<file path="src/rtl/mem_access_ctrl_pkg.sv">
// Shared types and defaults for the memory access sequencer.
//   ADDR_W_DEF / DATA_W_DEF : default RAM word-address and data widths
//   CNT_W                   : wait-state counter width
//   mem_state_t             : sequencer FSM states
//   req_kind_t              : kind of a detected or pending request
package mem_access_ctrl_pkg;

  localparam int unsigned ADDR_W_DEF = 9;
  localparam int unsigned DATA_W_DEF = 32;
  localparam int unsigned CNT_W      = 4;

  typedef enum logic [1:0] {
    IDLE    = 2'd0,
    RD      = 2'd1,
    WR      = 2'd2,
    WR_HOLD = 2'd3
  } mem_state_t;

  typedef enum logic [1:0] {
    REQ_NONE = 2'd0,
    REQ_RD   = 2'd1,
    REQ_WR   = 2'd2
  } req_kind_t;

endpackage

</file>
<file path="src/rtl/mem_access_ctrl_if.sv">
// Bus bundle between control unit / RAM and the access sequencer.
//   slave  : sequencer side (takes strobes and RAM data, drives RAM and status)
//   master : control-unit / RAM side
interface mem_access_ctrl_if #(
  parameter int unsigned ADDR_W = 9,
  parameter int unsigned DATA_W = 32
);
  logic              Read_req;
  logic              Write_req;
  logic [ADDR_W-1:0] MAR_addr;
  logic [DATA_W-1:0] MDR_wdata;
  logic [DATA_W-1:0] Mem_rdata;
  logic [ADDR_W-1:0] Mem_addr;
  logic [DATA_W-1:0] Mem_wdata;
  logic              Mem_re;
  logic              Mem_we;
  logic [DATA_W-1:0] Rdata;
  logic              Rdata_valid;
  logic              Busy;
  logic              Done;
  logic              Err;

  modport slave (
    input  Read_req, Write_req, MAR_addr, MDR_wdata, Mem_rdata,
    output Mem_addr, Mem_wdata, Mem_re, Mem_we, Rdata, Rdata_valid, Busy, Done, Err
  );

  modport master (
    output Read_req, Write_req, MAR_addr, MDR_wdata, Mem_rdata,
    input  Mem_addr, Mem_wdata, Mem_re, Mem_we, Rdata, Rdata_valid, Busy, Done, Err
  );
endinterface

</file>
<file path="src/rtl/mem_access_ctrl_req_tracker.sv">
// Request edge detection, simultaneous-request check and one-deep pending slot.
//   clk, rst_n         : clock, async active-low reset
//   rd_req_i, wr_req_i : level strobes from the control unit
//   addr_i, data_i     : MAR address / MDR write data
//   take_i             : sequencer accepts the offered request this edge
//   req_*_c            : offered request (pending slot first, else a fresh edge)
//   err_o              : one-cycle pulse for a collision or a slot overflow
module mem_access_ctrl_req_tracker
  import mem_access_ctrl_pkg::*;
#(
  parameter int unsigned ADDR_W = ADDR_W_DEF,
  parameter int unsigned DATA_W = DATA_W_DEF
) (
  input  logic              clk,
  input  logic              rst_n,
  input  logic              rd_req_i,
  input  logic              wr_req_i,
  input  logic [ADDR_W-1:0] addr_i,
  input  logic [DATA_W-1:0] data_i,
  input  logic              take_i,
  output req_kind_t         req_kind_c,
  output logic [ADDR_W-1:0] req_addr_c,
  output logic [DATA_W-1:0] req_data_c,
  output logic              err_o
);

  logic              rd_prev_q, wr_prev_q;
  logic              full_q, full_d;
  req_kind_t         kind_q, kind_d;
  logic [ADDR_W-1:0] addr_q, addr_d;
  logic [DATA_W-1:0] data_q, data_d;
  logic              err_q, err_d;
  logic              rd_edge, wr_edge;
  req_kind_t         new_kind;

  // Edge classification and request offered to the sequencer
  always_comb begin
    rd_edge  = rd_req_i & ~rd_prev_q;
    wr_edge  = wr_req_i & ~wr_prev_q;
    new_kind = REQ_NONE;
    if (rd_edge && !wr_edge) new_kind = REQ_RD;
    if (wr_edge && !rd_edge) new_kind = REQ_WR;
    req_kind_c = full_q ? kind_q : new_kind;
    req_addr_c = full_q ? addr_q : addr_i;
    req_data_c = full_q ? data_q : data_i;
  end

  // Pending slot update; a fresh edge refills a slot that is drained this edge
  always_comb begin
    full_d = full_q;
    kind_d = kind_q;
    addr_d = addr_q;
    data_d = data_q;
    err_d  = rd_edge & wr_edge;
    if (take_i && full_q) begin
      full_d = (new_kind != REQ_NONE);
      kind_d = new_kind;
      addr_d = addr_i;
      data_d = data_i;
    end else if (!take_i && new_kind != REQ_NONE) begin
      if (full_q) begin
        err_d = 1'b1;
      end else begin
        full_d = 1'b1;
        kind_d = new_kind;
        addr_d = addr_i;
        data_d = data_i;
      end
    end
  end

  always_ff @(posedge clk or negedge rst_n) begin
    if (!rst_n) begin
      rd_prev_q <= 1'b0;
      wr_prev_q <= 1'b0;
      full_q    <= 1'b0;
      kind_q    <= REQ_NONE;
      addr_q    <= '0;
      data_q    <= '0;
      err_q     <= 1'b0;
    end else begin
      rd_prev_q <= rd_req_i;
      wr_prev_q <= wr_req_i;
      full_q    <= full_d;
      kind_q    <= kind_d;
      addr_q    <= addr_d;
      data_q    <= data_d;
      err_q     <= err_d;
    end
  end

  assign err_o = err_q;

endmodule

</file>
<file path="src/rtl/mem_access_ctrl.sv">
// Multi-cycle sequencer turning level read/write strobes into single timed RAM accesses.
//   Clock : system clock, rising edge
//   Reset : asynchronous active-low reset
//   bus   : strobes, MAR/MDR, RAM interface, Rdata/Rdata_valid, Busy/Done/Err
module mem_access_ctrl
  import mem_access_ctrl_pkg::*;
#(
  parameter int unsigned ADDR_W  = ADDR_W_DEF,
  parameter int unsigned DATA_W  = DATA_W_DEF,
  parameter int unsigned RD_WAIT = 1,
  parameter int unsigned WR_WAIT = 1
) (
  input logic               Clock,
  input logic               Reset,
  mem_access_ctrl_if.slave  bus
);

  mem_state_t        state_q, state_d;
  logic [CNT_W-1:0]  cnt_q, cnt_d;
  logic [ADDR_W-1:0] mem_addr_q, mem_addr_d;
  logic [DATA_W-1:0] mem_wdata_q, mem_wdata_d;
  logic [DATA_W-1:0] rdata_q, rdata_d;
  logic              rdata_valid_q, rdata_valid_d;
  logic              mem_re_q, mem_re_d;
  logic              mem_we_q, mem_we_d;
  logic              busy_q, busy_d;
  logic              done_q, done_d;
  logic              take_c;
  logic              err;
  req_kind_t         req_kind_c;
  logic [ADDR_W-1:0] req_addr_c;
  logic [DATA_W-1:0] req_data_c;

  mem_access_ctrl_req_tracker #(
    .ADDR_W (ADDR_W),
    .DATA_W (DATA_W)
  ) u_tracker (
    .clk        (Clock),
    .rst_n      (Reset),
    .rd_req_i   (bus.Read_req),
    .wr_req_i   (bus.Write_req),
    .addr_i     (bus.MAR_addr),
    .data_i     (bus.MDR_wdata),
    .take_i     (take_c),
    .req_kind_c (req_kind_c),
    .req_addr_c (req_addr_c),
    .req_data_c (req_data_c),
    .err_o      (err)
  );

  assign take_c = (state_q == IDLE) && (req_kind_c != REQ_NONE);

  // State register
  always_ff @(posedge Clock or negedge Reset) begin
    if (!Reset) begin
      state_q <= IDLE;
      cnt_q   <= '0;
    end else begin
      state_q <= state_d;
      cnt_q   <= cnt_d;
    end
  end

  // Next state; the counter is loaded once at request start and only counts down
  always_comb begin
    state_d = state_q;
    cnt_d   = cnt_q;
    unique case (state_q)
      IDLE: begin
        if (take_c) begin
          state_d = (req_kind_c == REQ_RD) ? RD : WR;
          cnt_d   = (req_kind_c == REQ_RD) ? CNT_W'(RD_WAIT) : CNT_W'(WR_WAIT);
        end
      end
      RD, WR_HOLD: begin
        if (cnt_q == '0) state_d = IDLE;
        else             cnt_d   = CNT_W'(cnt_q - 1'b1);
      end
      WR: begin
        if (cnt_q == '0) begin
          state_d = IDLE;
        end else begin
          state_d = WR_HOLD;
          cnt_d   = CNT_W'(cnt_q - 1'b1);
        end
      end
      default: state_d = IDLE;
    endcase
  end

  // Output next values, registered below so strobes line up with the state they belong to
  always_comb begin
    mem_addr_d    = mem_addr_q;
    mem_wdata_d   = mem_wdata_q;
    rdata_d       = rdata_q;
    rdata_valid_d = rdata_valid_q;
    done_d        = 1'b0;
    mem_re_d      = (state_d == RD);
    mem_we_d      = (state_d == WR);
    busy_d        = (state_d != IDLE);
    if (take_c) begin
      mem_addr_d = req_addr_c;
      if (req_kind_c == REQ_WR) mem_wdata_d   = req_data_c;
      if (req_kind_c == REQ_RD) rdata_valid_d = 1'b0;
    end
    if (state_q == RD && cnt_q == '0) begin
      rdata_d       = bus.Mem_rdata;
      rdata_valid_d = 1'b1;
      done_d        = 1'b1;
    end
    if ((state_q == WR || state_q == WR_HOLD) && cnt_q == '0) done_d = 1'b1;
  end

  always_ff @(posedge Clock or negedge Reset) begin
    if (!Reset) begin
      mem_addr_q    <= '0;
      mem_wdata_q   <= '0;
      rdata_q       <= '0;
      rdata_valid_q <= 1'b0;
      mem_re_q      <= 1'b0;
      mem_we_q      <= 1'b0;
      busy_q        <= 1'b0;
      done_q        <= 1'b0;
    end else begin
      mem_addr_q    <= mem_addr_d;
      mem_wdata_q   <= mem_wdata_d;
      rdata_q       <= rdata_d;
      rdata_valid_q <= rdata_valid_d;
      mem_re_q      <= mem_re_d;
      mem_we_q      <= mem_we_d;
      busy_q        <= busy_d;
      done_q        <= done_d;
    end
  end

  assign bus.Mem_addr    = mem_addr_q;
  assign bus.Mem_wdata   = mem_wdata_q;
  assign bus.Mem_re      = mem_re_q;
  assign bus.Mem_we      = mem_we_q;
  assign bus.Rdata       = rdata_q;
  assign bus.Rdata_valid = rdata_valid_q;
  assign bus.Busy        = busy_q;
  assign bus.Done        = done_q;
  assign bus.Err         = err;

endmodule

</file>
<file path="src/flat_wrapper.sv">
// flat-port wrapper written by rule: the top's interface ports become plain ports
module mem_access_ctrl_flat import mem_access_ctrl_pkg::*;
#(
  parameter int unsigned ADDR_W  = ADDR_W_DEF,
  parameter int unsigned DATA_W  = DATA_W_DEF,
  parameter int unsigned RD_WAIT = 1,
  parameter int unsigned WR_WAIT = 1
)
  (Clock, Reset, bus_Read_req, bus_Write_req, bus_MAR_addr, bus_MDR_wdata, bus_Mem_rdata, bus_Mem_addr, bus_Mem_wdata, bus_Mem_re, bus_Mem_we, bus_Rdata, bus_Rdata_valid, bus_Busy, bus_Done, bus_Err);
  mem_access_ctrl_if #(.ADDR_W(ADDR_W), .DATA_W(DATA_W)) bus_i ();
  input logic Clock;
  input logic Reset;
  input wire logic [$bits(bus_i.Read_req)-1:0] bus_Read_req;
  input wire logic [$bits(bus_i.Write_req)-1:0] bus_Write_req;
  input wire logic [$bits(bus_i.MAR_addr)-1:0] bus_MAR_addr;
  input wire logic [$bits(bus_i.MDR_wdata)-1:0] bus_MDR_wdata;
  input wire logic [$bits(bus_i.Mem_rdata)-1:0] bus_Mem_rdata;
  output wire logic [$bits(bus_i.Mem_addr)-1:0] bus_Mem_addr;
  output wire logic [$bits(bus_i.Mem_wdata)-1:0] bus_Mem_wdata;
  output wire logic [$bits(bus_i.Mem_re)-1:0] bus_Mem_re;
  output wire logic [$bits(bus_i.Mem_we)-1:0] bus_Mem_we;
  output wire logic [$bits(bus_i.Rdata)-1:0] bus_Rdata;
  output wire logic [$bits(bus_i.Rdata_valid)-1:0] bus_Rdata_valid;
  output wire logic [$bits(bus_i.Busy)-1:0] bus_Busy;
  output wire logic [$bits(bus_i.Done)-1:0] bus_Done;
  output wire logic [$bits(bus_i.Err)-1:0] bus_Err;
  assign bus_i.Read_req = bus_Read_req;
  assign bus_i.Write_req = bus_Write_req;
  assign bus_i.MAR_addr = bus_MAR_addr;
  assign bus_i.MDR_wdata = bus_MDR_wdata;
  assign bus_i.Mem_rdata = bus_Mem_rdata;
  assign bus_Mem_addr = bus_i.Mem_addr;
  assign bus_Mem_wdata = bus_i.Mem_wdata;
  assign bus_Mem_re = bus_i.Mem_re;
  assign bus_Mem_we = bus_i.Mem_we;
  assign bus_Rdata = bus_i.Rdata;
  assign bus_Rdata_valid = bus_i.Rdata_valid;
  assign bus_Busy = bus_i.Busy;
  assign bus_Done = bus_i.Done;
  assign bus_Err = bus_i.Err;
  mem_access_ctrl #(.ADDR_W(ADDR_W), .DATA_W(DATA_W), .RD_WAIT(RD_WAIT), .WR_WAIT(WR_WAIT)) u_core (.Clock(Clock), .Reset(Reset), .bus(bus_i));
endmodule
</file>
<file path="config.mk">
export PLATFORM = sky130hd
export DESIGN_NAME = mem_access_ctrl_flat
export DESIGN_NICKNAME = d
export VERILOG_FILES = /design/src/rtl/mem_access_ctrl_pkg.sv /design/src/rtl/mem_access_ctrl_if.sv /design/src/rtl/mem_access_ctrl_req_tracker.sv /design/src/rtl/mem_access_ctrl.sv /design/src/flat_wrapper.sv
export SDC_FILE = /design/constraint.sdc
export NUM_CORES = 1
export LEC_CHECK = 0
export ABC_AREA = 0
export CAP_MARGIN = 20
export CORE_ASPECT_RATIO = 0.6
export CORE_UTILIZATION = 44
export DETAILED_ROUTE_END_ITERATION = 7
export PLACE_DENSITY = 0.77
export SYNTH_ARGS = -nofsm -noshare
export SYNTH_HDL_FRONTEND = slang
export SYNTH_SLANG_ARGS = --single-unit
</file>
<file path="constraint.sdc">
create_clock -name Clock -period 1.9 [get_ports Clock]
set_input_delay 0.38 -clock Clock [delete_from_list [all_inputs] [get_ports Clock]]
set_output_delay 0.38 -clock Clock [all_outputs]
set_load 0.02 [all_outputs]
</file>
==> out/metrics.cfg <==
[pwr]
ir_drop_v=0.000893
cellLeakagePower_nw=3.74
power_density_nw_per_um2=1900
total_power_mw=15.9

[placed_design]
port_buffers=155
dp_cells=695
dp_hpwl_mm=8.54
gp_congestion=0.823

[drt]
drt-pass1-iter-count=4
ant_nets=0
via_count=3646
drt-vias-per-instance=4.98
route.detailed.drc=0
wl_per_cell_um=16.9
drt_iter0_drc=125
totalWireLength_mm=12.4

[floorplan]
num_rows=31
die-width_um=149
io_pins=156
core-area_um2=12300
die_h_um=90.2
initial_core_util_pct=46.3
die_area_um2=13400

[sta]
max_freq_mhz=537
slew_headroom_pct=73.9
drv_slew=0
worst_pin_slew_ps=392
min_period_ps=1860
hold_viol=0
period_share_pct=97.9
finalSetupViolations=0
final.setup_skew_ps=10.0

[synthesis]
synth_fp_nets=453
ys_async_sr_fraction_pct=100
syn_inst=372
synth_cell_types=35
ys_seq_elements=131
synth.avg_cell_area_um2=15.3
synth_edf_count=0
yosysSeqAreaShare_pct=57.4
synthFlopType=dfrtp_1
syn_area_um2=5710
ys_warn_count=0

[clocking]
cts-root-buf=clkbuf_16
clockBufferDepth=2
cts.sinks=131
clk_pin_slew_ps=60
insertion_delay_ps=410
h-tree-depth=4
cts_tree=yes
cts_buffers=17

[worst_setup_path]
startpoint=bus_Write_req
crit_path_max_incr_delay_ps=430
crit_buf_inv=4
r2r_end=u_core.u_tracker.addr_q[0]$_DFFE_PN0P_
path_delay_family=buffers and inverters
required_ps=2190
worst-path-max-fanout=11
reg2reg_slack_ps=90
path_class=in -> reg
cp.arrival_ps=2150
path_cells=clkdlybuf4s50_1, nand2b_1, inv_2, ha_4, nor2_2, a22oi_4, buf_12, clkbuf_16, mux2_2
rr_worst_depth=8
critPathSlowestCell=clkdlybuf4s50_1
reg2reg_from=u_core.u_tracker.wr_prev_q$_DFF_PN0_
cp-end-kind=flip-flop
worstSetupStartpointType=primary input

[grt]
grt_pass1_wl_mm=20.2
antenna_found_initial=0
grt_util_all_layers_pct=19.5
grt_pass1_vias=3921
grt-ovfl-total=0
grt_start_max_net_pins=48

[run]
maxCapViolCount=0

[hold_path]
hold_path_depth=1
min_path_type=in -> reg
min_from=bus_Read_req
min_to=u_core.u_tracker.rd_prev_q$_DFF_PN0_

[outcome]
status=finished clean

[final_layout]
fin_nets=635
fin_util_pct=67.7
area_delta_synth_final_pct=46.3
final_layout_size_suffix_gt1_share_pct=37.7
final_cells=732
diodes=0

==> cell usage in the layout, fill, tap and decap left out, drive strengths merged <==
master and count:
ha 4, or2 1, a21oi 13, a22o 1
clkdlybuf4s50 153, nand2b 3, nor3b 2, clkinv 4
buf 25, nor2 17, o21ai 6, o2bb2ai 2
nor2b 1, clkinvlp 1, nand2 4, a21o 1
dfrtp 131, nor3 2, nor4 1, o211ai 1
nand3b 2, a211oi 1, inv 11, mux2i 11
a32oi 1, dlymetal6s2s 1, clkbuf 20, a22oi 1
mux2 139, dlygate4sd3 1, bufinv 5, or3b 1
==> power by group <==
part	internal [mW]	switching (mW)
Combinational	4.22	3.09
Clock	2.35	1.23
Sequential	4.19	0.809
Total	10.8	5.13
==> cell type report <==
cell class                      instances  area (µm²)
Multi-Input combinational cell        215        2280
Timing Repair Buffer                  182        1900
Sequential cell                       131        3280
Clock inverter                         14         224
Clock buffer                           18         429
Tap cell                              165         206
Fill cell                             878        3990
Inverter                                7        26.3
==> state kept, by name, summed over array words and instances (netlist names), 2 cells and up <==
register	count
u_core.bus.Mem_wdata	32
u_core.bus.Rdata	32
u_core.u_tracker.data_q	32
u_core.bus.Mem_addr	9
u_core.u_tracker.addr_q	9
u_core.cnt_q	4
u_core.state_q	2
u_core.u_tracker.kind_q	2
==> timing repair <==
action                                  CTS  global route
hold buffers                              1             0
resized for setup                         1            10
pin swaps                                 0             1
cloned                                    0             2
buffers inserted                          0             2
endpoints found under the setup margin   13            75
endpoints found under the hold margin    20             0
==> logic make-up (layout without fill, tap and decap cells) <==
| logic type | after synthesis | after routing | synth area share, % |
|---|---|---|---|
| mux | 150 | 150 | 31.6 |
| flops | 131 | 131 | 57.4 |
| simple gates | 34 | 34 | 3.42 |
| compound gates | 27 | 27 | 3.11 |
| buf+inv | 26 | 221 | 3.55 |
| fa+ha+maj | 4 | 4 | 0.877 |
==> metal layers <==
metal,GRT usage [%],wire [µm],vias to the layer above
met3,5.74,694,7
met2,28.6,5510,108
met5,0,0,-
li1,-,-,1690
met4,5.70,89,0
met1,27.8,6060,1841
==> cells in the mapped netlist, types with 4 or more instances <==
| master | count | share of area (%) |
|---|---|---|
| dfrtp_1 | 131 | 57 |
| mux2_2 | 105 | 21 |
| mux2_4 | 34 | 8.9 |
| nor2_1 | 14 | 0.92 |
| a21oi_1 | 13 | 1.1 |
| mux2i_1 | 11 | 1.9 |
| buf_2 | 9 | 0.79 |
| inv_1 | 7 | 0.46 |
| buf_6 | 5 | 0.99 |
| ha_1 | 4 | 0.88 |
| o21ai_0 | 4 | 0.35 |
==> worst max path at each step <==
stage / end / slack [ps] / cells after the start
2_1_floorplan: u_core.u_tracker.addr_q[5]$_DFFE_PN0P_ / 110 / 7
3_3_place_gp: u_core.u_tracker.data_q[20]$_DFFE_PN0P_ / -390 / 8
3_5_place_dp: u_core.u_tracker.addr_q[5]$_DFFE_PN0P_ / -440 / 8
4_1_cts: u_core.u_tracker.data_q[20]$_DFFE_PN0P_ / -10 / 8
5_1_grt: u_core.u_tracker.data_q[23]$_DFFE_PN0P_ / -10 / 9
6_report: u_core.u_tracker.addr_q[0]$_DFFE_PN0P_ / 40 / 9
==> through the flow <==
step	instance area [µm²]	setup slack (ps)	hold WS (ps)	TNS, ps
after floorplan	5710	111	84.4	0
after global placement	7560	-395	313	-29840
after detailed placement	7560	-439	319	-34970
after CTS	8220	-13.5	427	-48.0
after global routing	8350	-15.0	184	-133
final	8350	39.0	194	0
No activity file was read; power rests on OpenSTA's default activity.
